[src/rtl/lsu_pkg.sv]
// Shared types for the load/store unit: FSM states, access-size encodings
// and the alignment rule used at request acceptance.
package lsu_pkg;

  typedef enum logic [1:0] {
    S_IDLE = 2'd0,
    S_REQ  = 2'd1,
    S_WAIT = 2'd2,
    S_WB   = 2'd3
  } state_t;

  localparam logic [1:0] SZ_B = 2'b00;
  localparam logic [1:0] SZ_H = 2'b01;
  localparam logic [1:0] SZ_W = 2'b10;
  localparam logic [1:0] SZ_D = 2'b11;

  // An access is misaligned when any address bit below its natural size is set.
  function automatic logic is_misaligned(input logic [1:0] size, input logic [2:0] off);
    logic mis;
    case (size)
      SZ_H:    mis = off[0];
      SZ_W:    mis = |off[1:0];
      SZ_D:    mis = |off;
      default: mis = 1'b0;
    endcase
    return mis;
  endfunction

endpackage

[src/rtl/lsu_align.sv]
// Byte-lane steering for the LSU: store data shift and strobes for the
// outgoing request, and extract/extend of returning load data.
module lsu_align
  import lsu_pkg::*;
#(
  parameter int XLEN = 64
) (
  input  logic [1:0]      st_size,
  input  logic [2:0]      st_off,
  input  logic [XLEN-1:0] st_data,
  output logic [XLEN-1:0] st_lane_data,
  output logic [7:0]      st_strb,
  input  logic [1:0]      ld_size,
  input  logic            ld_unsigned,
  input  logic [2:0]      ld_off,
  input  logic [XLEN-1:0] ld_rdata,
  output logic [XLEN-1:0] ld_value
);

  logic [XLEN-1:0] st_masked;
  logic [7:0]      st_base;
  logic [XLEN-1:0] ld_shifted;

  // Store: keep only the bytes of the access size, then move them to their lanes.
  always_comb begin
    st_base   = 8'hFF;
    st_masked = st_data;
    case (st_size)
      SZ_B: begin st_base = 8'h01; st_masked = {{(XLEN-8){1'b0}},  st_data[7:0]};  end
      SZ_H: begin st_base = 8'h03; st_masked = {{(XLEN-16){1'b0}}, st_data[15:0]}; end
      SZ_W: begin st_base = 8'h0F; st_masked = {{(XLEN-32){1'b0}}, st_data[31:0]}; end
      default: ;
    endcase
    st_lane_data = st_masked << {st_off, 3'b000};
    st_strb      = st_base << st_off;
  end

  // Load: bring the addressed byte lane down to bit 0, then truncate and extend.
  always_comb begin
    ld_shifted = ld_rdata >> {ld_off, 3'b000};
    case (ld_size)
      SZ_B: ld_value = ld_unsigned ? {{(XLEN-8){1'b0}}, ld_shifted[7:0]}
                                   : {{(XLEN-8){ld_shifted[7]}}, ld_shifted[7:0]};
      SZ_H: ld_value = ld_unsigned ? {{(XLEN-16){1'b0}}, ld_shifted[15:0]}
                                   : {{(XLEN-16){ld_shifted[15]}}, ld_shifted[15:0]};
      SZ_W: ld_value = ld_unsigned ? {{(XLEN-32){1'b0}}, ld_shifted[31:0]}
                                   : {{(XLEN-32){ld_shifted[31]}}, ld_shifted[31:0]};
      default: ld_value = ld_shifted;
    endcase
  end

endmodule

[src/rtl/lsu.sv]
// Load/store unit: accepts one request at a time from execute, issues a
// single data-memory access and writes load results back to the register file.
module lsu
  import lsu_pkg::*;
#(
  parameter int XLEN = 64
) (
  input  logic            clk_i,
  input  logic            rst_n_i,
  input  logic            req_valid_i,
  output logic            req_ready_o,
  input  logic            req_load_i,
  input  logic [1:0]      req_size_i,
  input  logic            req_unsigned_i,
  input  logic [XLEN-1:0] req_addr_i,
  input  logic [XLEN-1:0] req_wdata_i,
  input  logic [4:0]      req_rd_i,
  output logic            mem_req_o,
  output logic            mem_we_o,
  output logic [XLEN-1:0] mem_addr_o,
  output logic [XLEN-1:0] mem_wdata_o,
  output logic [7:0]      mem_wstrb_o,
  input  logic            mem_gnt_i,
  input  logic            mem_rvalid_i,
  input  logic [XLEN-1:0] mem_rdata_i,
  output logic            reg_wen_o,
  output logic [4:0]      reg_waddr_o,
  output logic [XLEN-1:0] reg_wdata_o,
  output logic            misalign_o,
  output logic            busy_o
);

  state_t          state;
  logic            load;
  logic [1:0]      size;
  logic            unsigned_ld;
  logic [2:0]      off;
  logic [4:0]      rd;
  logic [XLEN-1:0] st_lane_data;
  logic [7:0]      st_strb;
  logic [XLEN-1:0] ld_value;

  lsu_align #(.XLEN(XLEN)) u_align (
    .st_size      (req_size_i),
    .st_off       (req_addr_i[2:0]),
    .st_data      (req_wdata_i),
    .st_lane_data (st_lane_data),
    .st_strb      (st_strb),
    .ld_size      (size),
    .ld_unsigned  (unsigned_ld),
    .ld_off       (off),
    .ld_rdata     (mem_rdata_i),
    .ld_value     (ld_value)
  );

  assign req_ready_o = (state == S_IDLE);
  assign busy_o      = (state != S_IDLE);

  // Request FSM; every memory and register-file output is a register so it is clean off the flop.
  always_ff @(posedge clk_i or negedge rst_n_i) begin
    if (!rst_n_i) begin
      state       <= S_IDLE;
      load        <= 1'b0;
      size        <= SZ_B;
      unsigned_ld <= 1'b0;
      off         <= 3'd0;
      rd          <= 5'd0;
      mem_req_o   <= 1'b0;
      mem_we_o    <= 1'b0;
      mem_addr_o  <= '0;
      mem_wdata_o <= '0;
      mem_wstrb_o <= 8'h00;
      reg_wen_o   <= 1'b0;
      reg_waddr_o <= 5'd0;
      reg_wdata_o <= '0;
      misalign_o  <= 1'b0;
    end else begin
      misalign_o <= 1'b0;
      case (state)
        S_IDLE: begin
          if (req_valid_i) begin
            if (is_misaligned(req_size_i, req_addr_i[2:0])) begin
              misalign_o <= 1'b1;
            end else begin
              state       <= S_REQ;
              load        <= req_load_i;
              size        <= req_size_i;
              unsigned_ld <= req_unsigned_i;
              off         <= req_addr_i[2:0];
              rd          <= req_rd_i;
              mem_req_o   <= 1'b1;
              mem_we_o    <= ~req_load_i;
              mem_addr_o  <= {req_addr_i[XLEN-1:3], 3'b000};
              mem_wdata_o <= req_load_i ? '0 : st_lane_data;
              mem_wstrb_o <= req_load_i ? 8'h00 : st_strb;
            end
          end
        end
        S_REQ: begin
          if (mem_gnt_i) begin
            state       <= load ? S_WAIT : S_IDLE;
            mem_req_o   <= 1'b0;
            mem_we_o    <= 1'b0;
            mem_addr_o  <= '0;
            mem_wdata_o <= '0;
            mem_wstrb_o <= 8'h00;
          end
        end
        S_WAIT: begin
          if (mem_rvalid_i) begin
            state       <= S_WB;
            reg_wen_o   <= (rd != 5'd0);
            reg_waddr_o <= rd;
            reg_wdata_o <= ld_value;
          end
        end
        S_WB: begin
          state       <= S_IDLE;
          reg_wen_o   <= 1'b0;
          reg_waddr_o <= 5'd0;
          reg_wdata_o <= '0;
        end
        default: state <= S_IDLE;
      endcase
    end
  end

endmodule

[config.mk]
export PLATFORM = sky130hd
export DESIGN_NAME = lsu
export DESIGN_NICKNAME = d
export VERILOG_FILES = /design/src/rtl/lsu_pkg.sv /design/src/rtl/lsu_align.sv /design/src/rtl/lsu.sv
export SDC_FILE = /design/constraint.sdc
export NUM_CORES = 1
export LEC_CHECK = 0
export BUFFER_PORTS_ARGS = -buffer_cell sky130_fd_sc_hd__buf_4
export CORE_ASPECT_RATIO = 1.1
export CORE_MARGIN = 2
export CORE_UTILIZATION = 45
export DETAILED_ROUTE_END_ITERATION = 10
export MAX_ROUTING_LAYER = met4
export PLACE_DENSITY_LB_ADDON = 0.12
export SYNTH_ARGS = -nofsm -noshare
export SYNTH_HDL_FRONTEND = slang
export SYNTH_HIERARCHICAL = 1
export SYNTH_SLANG_ARGS = --single-unit
[constraint.sdc]
create_clock -name clk_i -period 2 [get_ports clk_i]
set_clock_uncertainty 0.05 [all_clocks]
set_input_delay 0.2 -clock clk_i [delete_from_list [all_inputs] [get_ports clk_i]]
set_output_delay 0.2 -clock clk_i [all_outputs]
set_load 0.02 [all_outputs]
== Word level (Yosys, flattened, before mapping) ==
Cells that the tools add are included.

* Equality and inequality tests: 12
* Shifts and indexed selects: 3
* Multiplexer cells: 44
* Bitwise logic cells: 2
* Reductions and logical operators: 13

{| class="wikitable"
|+ Operators with widths
! kind !! count
|-
| two-way mux 64 bit || 10
|-
| case mux 64 bit (2 select lines) || 3
|-
| case mux 64 bit (3 select lines) || 2
|-
| left shift 64 x 6 -> 64 bit || 1
|-
| right shift 64 x 6 -> 64 bit || 1
|-
| two-way mux 8 bit || 4
|-
| case mux 8 bit (3 select lines) || 1
|-
| case mux 8 bit (2 select lines) || 1
|-
| two-way mux 1 bit || 11
|-
| equality test 2 bit, second input constant || 5
|-
| two-way mux 2 bit || 5
|-
| case mux 5 bit (2 select lines) || 1
|-
| inequality test 2 bit, second input constant || 4
|-
| case mux 2 bit (4 select lines) || 1
|-
| AND reduction 4 bit || 2
|-
| left shift 8 x 3 -> 8 bit || 1
|-
| equality test 2 x 1 -> 1 bit, second input constant || 3
|-
| zero test 2 bit || 3
|-
| case mux 1 bit (2 select lines) || 3
|-
| nonzero test 2 bit || 3
|-
| two-way mux 5 bit || 1
|-
| nonzero test 5 bit || 1
|-
| case mux 1 bit (3 select lines) || 1
|-
| AND reduction 3 bit || 1
|-
| 4 further kinds || 5
|}

* Register bits after elaboration: 223
* Input bits: 206
* Output and inout bits: 211

== Depth between registers and ports, before layout ==
* Depth after elaboration: 7
* Mapped depth: 10

== Modules after synthesis ==
Netlist, hierarchy kept.

{| class="wikitable"
|+ By module, submodules not included
! module !! instances !! cells each !! area each (um^2)
|-
| lsu || 1 || 786 || 9292.7
|-
| lsu_align || 1 || 618 || 4000.1
|}

== Worst setup path after synthesis ==
No wires, ideal clock.

* Kind: reg-to-reg
* Start point: reg off[0]
* End point: reg reg_wdata_o[1]
* Library setup time: 0.121 ns
* Arrival time: 1.857 ns
* Required time: 1.829 ns
* Path slack: -0.028 ns
* Stages on the path, launching flop included: 9
* Period minus slack after synthesis: 2.028 ns
* Path through: dfrtp_1 buf_6 buf_4 buf_2 buf_4 mux2_2 o21ai_0 o21ai_0 a22o_1

* Cells in the longest elaborated chain, start to end: 5

{| class="wikitable"
|+ RTL lines
! element !! line !! text
|-
| start: declaration || lsu.sv:37 || <nowiki>logic [2:0] off;</nowiki>
|-
| start signal: assignment || lsu.sv:89 || <nowiki>off <= req_addr_i[2:0];</nowiki>
|-
| right shift 64 x 6 -> 64 bit * || lsu_align.sv:40 || <nowiki>ld_shifted = ld_rdata >> {ld_off, 3'b000};</nowiki>
|-
| two-way mux 64 bit, on equally long branches || lsu_align.sv:46, lsu_align.sv:42, lsu_align.sv:44 ||
|-
| case mux 64 bit (3 select lines) * || lsu_align.sv:41 || <nowiki>case (ld_size)</nowiki>
|-
| via ld_value[1] || lsu.sv:41 || <nowiki>logic [XLEN-1:0] ld_value;</nowiki>
|-
| two-way mux 64 bit * || lsu.sv:110 || <nowiki>if (mem_rvalid_i) begin</nowiki>
|-
| case mux 64 bit (2 select lines) * || lsu.sv:79 || <nowiki>case (state)</nowiki>
|-
| end signal: assignment || lsu.sv:114 || <nowiki>reg_wdata_o <= ld_value;</nowiki>
|-
| end: declaration || lsu.sv:28 || <nowiki>output logic [XLEN-1:0] reg_wdata_o,</nowiki>
|}

Mark *: on every way through the listed nets, which the timed path passes. The rest lies on a longest branch. The select of a mux whose other input is x is not followed.
A chain may end at the register's enable or synchronous reset.

== Worst setup path in the final report ==
* Start point: reg off[0]
* End point: reg reg_wdata_o[31]

The elaborated chain is that of the path after synthesis.

==> key figures <==
STA
  • Rel. slew slack: 54.27%
  • Worst-margin pin slew: between 600 and 700 ps
  • Final Max Tran Viols: 0
  • Fin. Hold Viols: 0
  • Tmin final: 2036 ps
  • Fin crit share: 101.8%
  • RSZ-0062 raised after global routing: true
  • WHS: a little under 20 ps
  • Max Fclk: 0.4913 GHz
  • Final worst slack: -35.61 ps
  • Setup Viol. Count Final: 13

Die
  • Die height: about 180 um
  • Die area: between 30000 and 40000 sq um
  • I/O pin cnt: around 420
  • Starting Density: 45.34%
  • Row count: 66
  • Chip width: roughly 170 um
  • CORE AREA: 29320 sq um

Synthesis
  • Post-synth top area share: slightly above 40%
  • Ranking of synthesized cells by area: dfrtp_1 41%, mux2i_1 12%, nand2_1 6.0%, a22o_1 4.9%, nand2b_1 3.6%
  • Register bit total from synthesis: 220
  • Dominant cell type by area after synthesis: dfrtp_1
  • Post-synthesis cell count: 1404
  • Synth Cell Area: 13290 sq um
  • Ys Warns: 6
  • EDFF count, synth: 0
  • Register area share after synthesis: 41.42%
  • Synth Area per Inst: 9.468 sq um
  • Top_reg_cell synth: dfrtp_1
  • Netlist cell types: between 50 and 60
  • Async S/R FF share, synth: 100.0%

Finish
  • Area Overhead vs Synth: 44.90%
  • Storage element area: 5508 sq um
  • FILL cells: between 2k and 2.5k
  • Finished Layout Cells: 2305
  • Layout cells sized above 1: a little over a third
  • Total Nets Final: between 2k and 2.5k
  • Multi-input logic area: just over 7000 sq um
  • Fin util: between 60% and 70%

Power
  • Power Density: approximately 1300 nW/um^2
  • Peak VDD IR: around 0.71 mV
  • Flop pwr share: approximately 27%
  • Clk pwr share: a little under a fifth
  • P_sw: between 10 and 15 mW
  • Pint: 15.23 mW
  • Tot Pwr: around 26 mW
  • P_leak: between 10 and 15 nW
  • Sw Share: 40.85%
  • Logic gate share of total power: between 50% and 60%

GRT
  • Vias in the first global route: about 12k
  • First-pass GRT wire length: between 70000 and 80000 um
  • GRT Util Overall: between 30% and 40%
  • Gr ovfl total: 0
  • Largest net degree at the start of global routing: about 80
  • Initial antenna violation count: 3

Clocking
  • Clock buffer count from CTS: 25
  • Worst skew pair latency: ~540 ps
  • H-tree depth: 1
  • CTS sink cnt: 220
  • Clk slew on worst S/H paths: roughly 60 ps
  • CTS tree: done
  • Clock Tree Root: clkbuf_16
  • Clock buffer depth: 3

Setup path
  • Worst path bufs/invs: 1
  • Worst reg2reg path depth: 7
  • Max FO, Critical Path: 14
  • Crit-path max cell delay: ~490 ps
  • R2r setup slk: -40 ps
  • CP endpoint kind: flip-flop
  • Startpoint Class: flip-flop
  • Crit path max-delay cell type: a2111o_2
  • Worst R2R Start: off[0]
  • WS Path Type: flip-flop to flip-flop
  • Crit path max-delay family: compound AO/OA/AOI/OAI gates
  • Worst-path cell chain: mux2_2 > o22ai_2 > a2111o_2 > and2_4 > buf_12 > nand2_2 > a22o_1
  • Worst Path Required: around 2400 ps
  • FF-to-FF End: reg_wdata_o[31]
  • CP Data Arrival Time: ~2500 ps

Hold path
  • WHS Path Cells: 4
  • Startpoint of the worst hold path: mem_rdata_i[57]
  • Endpoint of the worst hold path: reg_wdata_o[57]
  • Worst hold path type: input pin to flip-flop

Routing
  • Via count: between 10k and 15k
  • DRC: 0
  • DRT Wirelength: 48550 um
  • Vias per inst: roughly 5.6
  • Wire length per cell: between 20 and 25 um
  • Post-DRT Antenna Nets: 0
  • DR iter-0 viols: between 1k and 1.5k
  • Pre-antenna DRT Iters: 5

Place
  • RePlAce Congestion: 0.9719
  • PortBufs: between 400 and 500
  • # placed instances: approximately 2.2k
  • HPWL after DPL: between 30000 and 40000 um

Status
  • Status: finished, violations left
  • Violated checks: setup timing

Run
  • Max Cap Viol: 0
cell type report:
cell class / count / share of cell area, %
multi-input cells: 988 / 36.56
flip-flops and latches: 220 / 28.60
repair buffers: 602 / 26.48
clock buffers: 36 / 3.618
well taps: 374 / 2.430
inverters: 73 / 1.423
clock inverters: 9 / 0.8510
diodes: 3 / 0.03898
cell usage in the layout, fill, tap and decap left out, drive strengths merged, types with 4 or more instances in the layout:
cell type,Yosys,final
nand3,6,6
nand2,222,222
inv,72,73
nor2,76,76
mux2i,163,163
mux2,51,51
o21a,8,8
a211oi,20,20
o22ai,17,17
o21ai,78,78
a21oi,60,60
and3,9,9
dlygate4sd3,0,78
a221oi,11,11
bufinv,0,4
clkbuf,59,37
mux4,21,21
buf,66,522
a22oi,22,22
clkinv,1,5
dfrtp,220,220
and2,11,11
nand2b,76,76
a22o,74,74
nor2b,27,27
nor3,10,10
cell usage after synthesis, types with 21 or more instances:
master and instances:
nor2_1 74, o21ai_0 74, inv_1 71, nor2b_1 27
mux2i_1 163, a21oi_1 59, dfrtp_1 220, nand2_1 213
mux2_2 37, mux4_2 21, a22o_1 74, clkbuf_1 59
buf_2 29, nand2b_1 76, a22oi_1 22
power by group through the flow:
stage | combinational [mW] | sequential (mW) | clock (mW)
global route | 14.7 | 7.16 | 5.15
detailed placement | 12.7 | 7.04 | 0
floorplan | 6.07 | 8.39 | 0
finish | 13.9 | 6.99 | 4.86
CTS | 13.3 | 6.97 | 4.96
global placement | 12.6 | 7.01 | 0
worst reg2reg max path: cells and delay by family, from the launching register on:
kind,cells,cell delay (ps)
flops,1,470
buf+inv,1,160
simple gates,2,320
compound gates,3,690
mux,1,270
through the flow:
step	area [sq um]	setup TNS, ps	setup WS, ps
6_report	19260	-177.3	-35.61
5_1_grt	19260	-2746	-90.57
3_5_place_dp	17260	-1724	-98.90
2_1_floorplan	13300	0	13.62
4_1_cts	19060	-65.46	-17.86
3_3_place_gp	17260	-933.7	-106.7
state kept, by name, indices dropped and copies added (netlist names), 2 cells and up, named ones only:
name / cells
size: 2
mem_wdata_o: 64
mem_addr_o: 61
rd: 5
reg_waddr_o: 5
reg_wdata_o: 64
mem_wstrb_o: 8
off: 3
worst max-delay path by stage:
stage | start | endpoint | slack [ps] | depth (start not counted)
finish | off[0] | reg_wdata_o[31] | -40 | 7
global route | off[0] | reg_wdata_o[31] | -90 | 7
CTS | off[0] | reg_wdata_o[51] | -20 | 9
detailed placement | off[0] | reg_wdata_o[12] | -100 | 7
global placement | off[0] | reg_wdata_o[25] | -110 | 8
floorplan | off[2] | reg_wdata_o[38] | 10 | 8
per-layer routing:
metal	part of all wire (%)	routed length [um]	vias up	GRT usage [%]
met1	39	19050	6191	37.49
met5	0	0	-	-
met4	5.1	2465	0	14.09
li1	-	-	5905	-
met2	49	23760	610	50.99
met3	6.7	3277	124	4.853
cell families after synthesis:
| group | count (synthesis) | share of synthesized area (%) |
|---|---|---|
| mux | 235 | 20.18 |
| buf+inv | 198 | 7.191 |
| other cells | 1 | 0.02821 |
| flops | 220 | 41.42 |
| simple gates | 447 | 15.64 |
| compound gates | 303 | 15.54 |
timing repair:
| item | in CTS | in global routing |
|---|---|---|
| setup endpoints to repair | 50 | 61 |
| cloned | 2 | 1 |
| gates resized for setup | 19 | 61 |
| hold endpoints to repair | 137 | 0 |
| hold buffers | 78 | 0 |
| setup buffers | 5 | 4 |
| pin swaps | 6 | 12 |
Note: power is estimated with default switching activity, not from simulation.
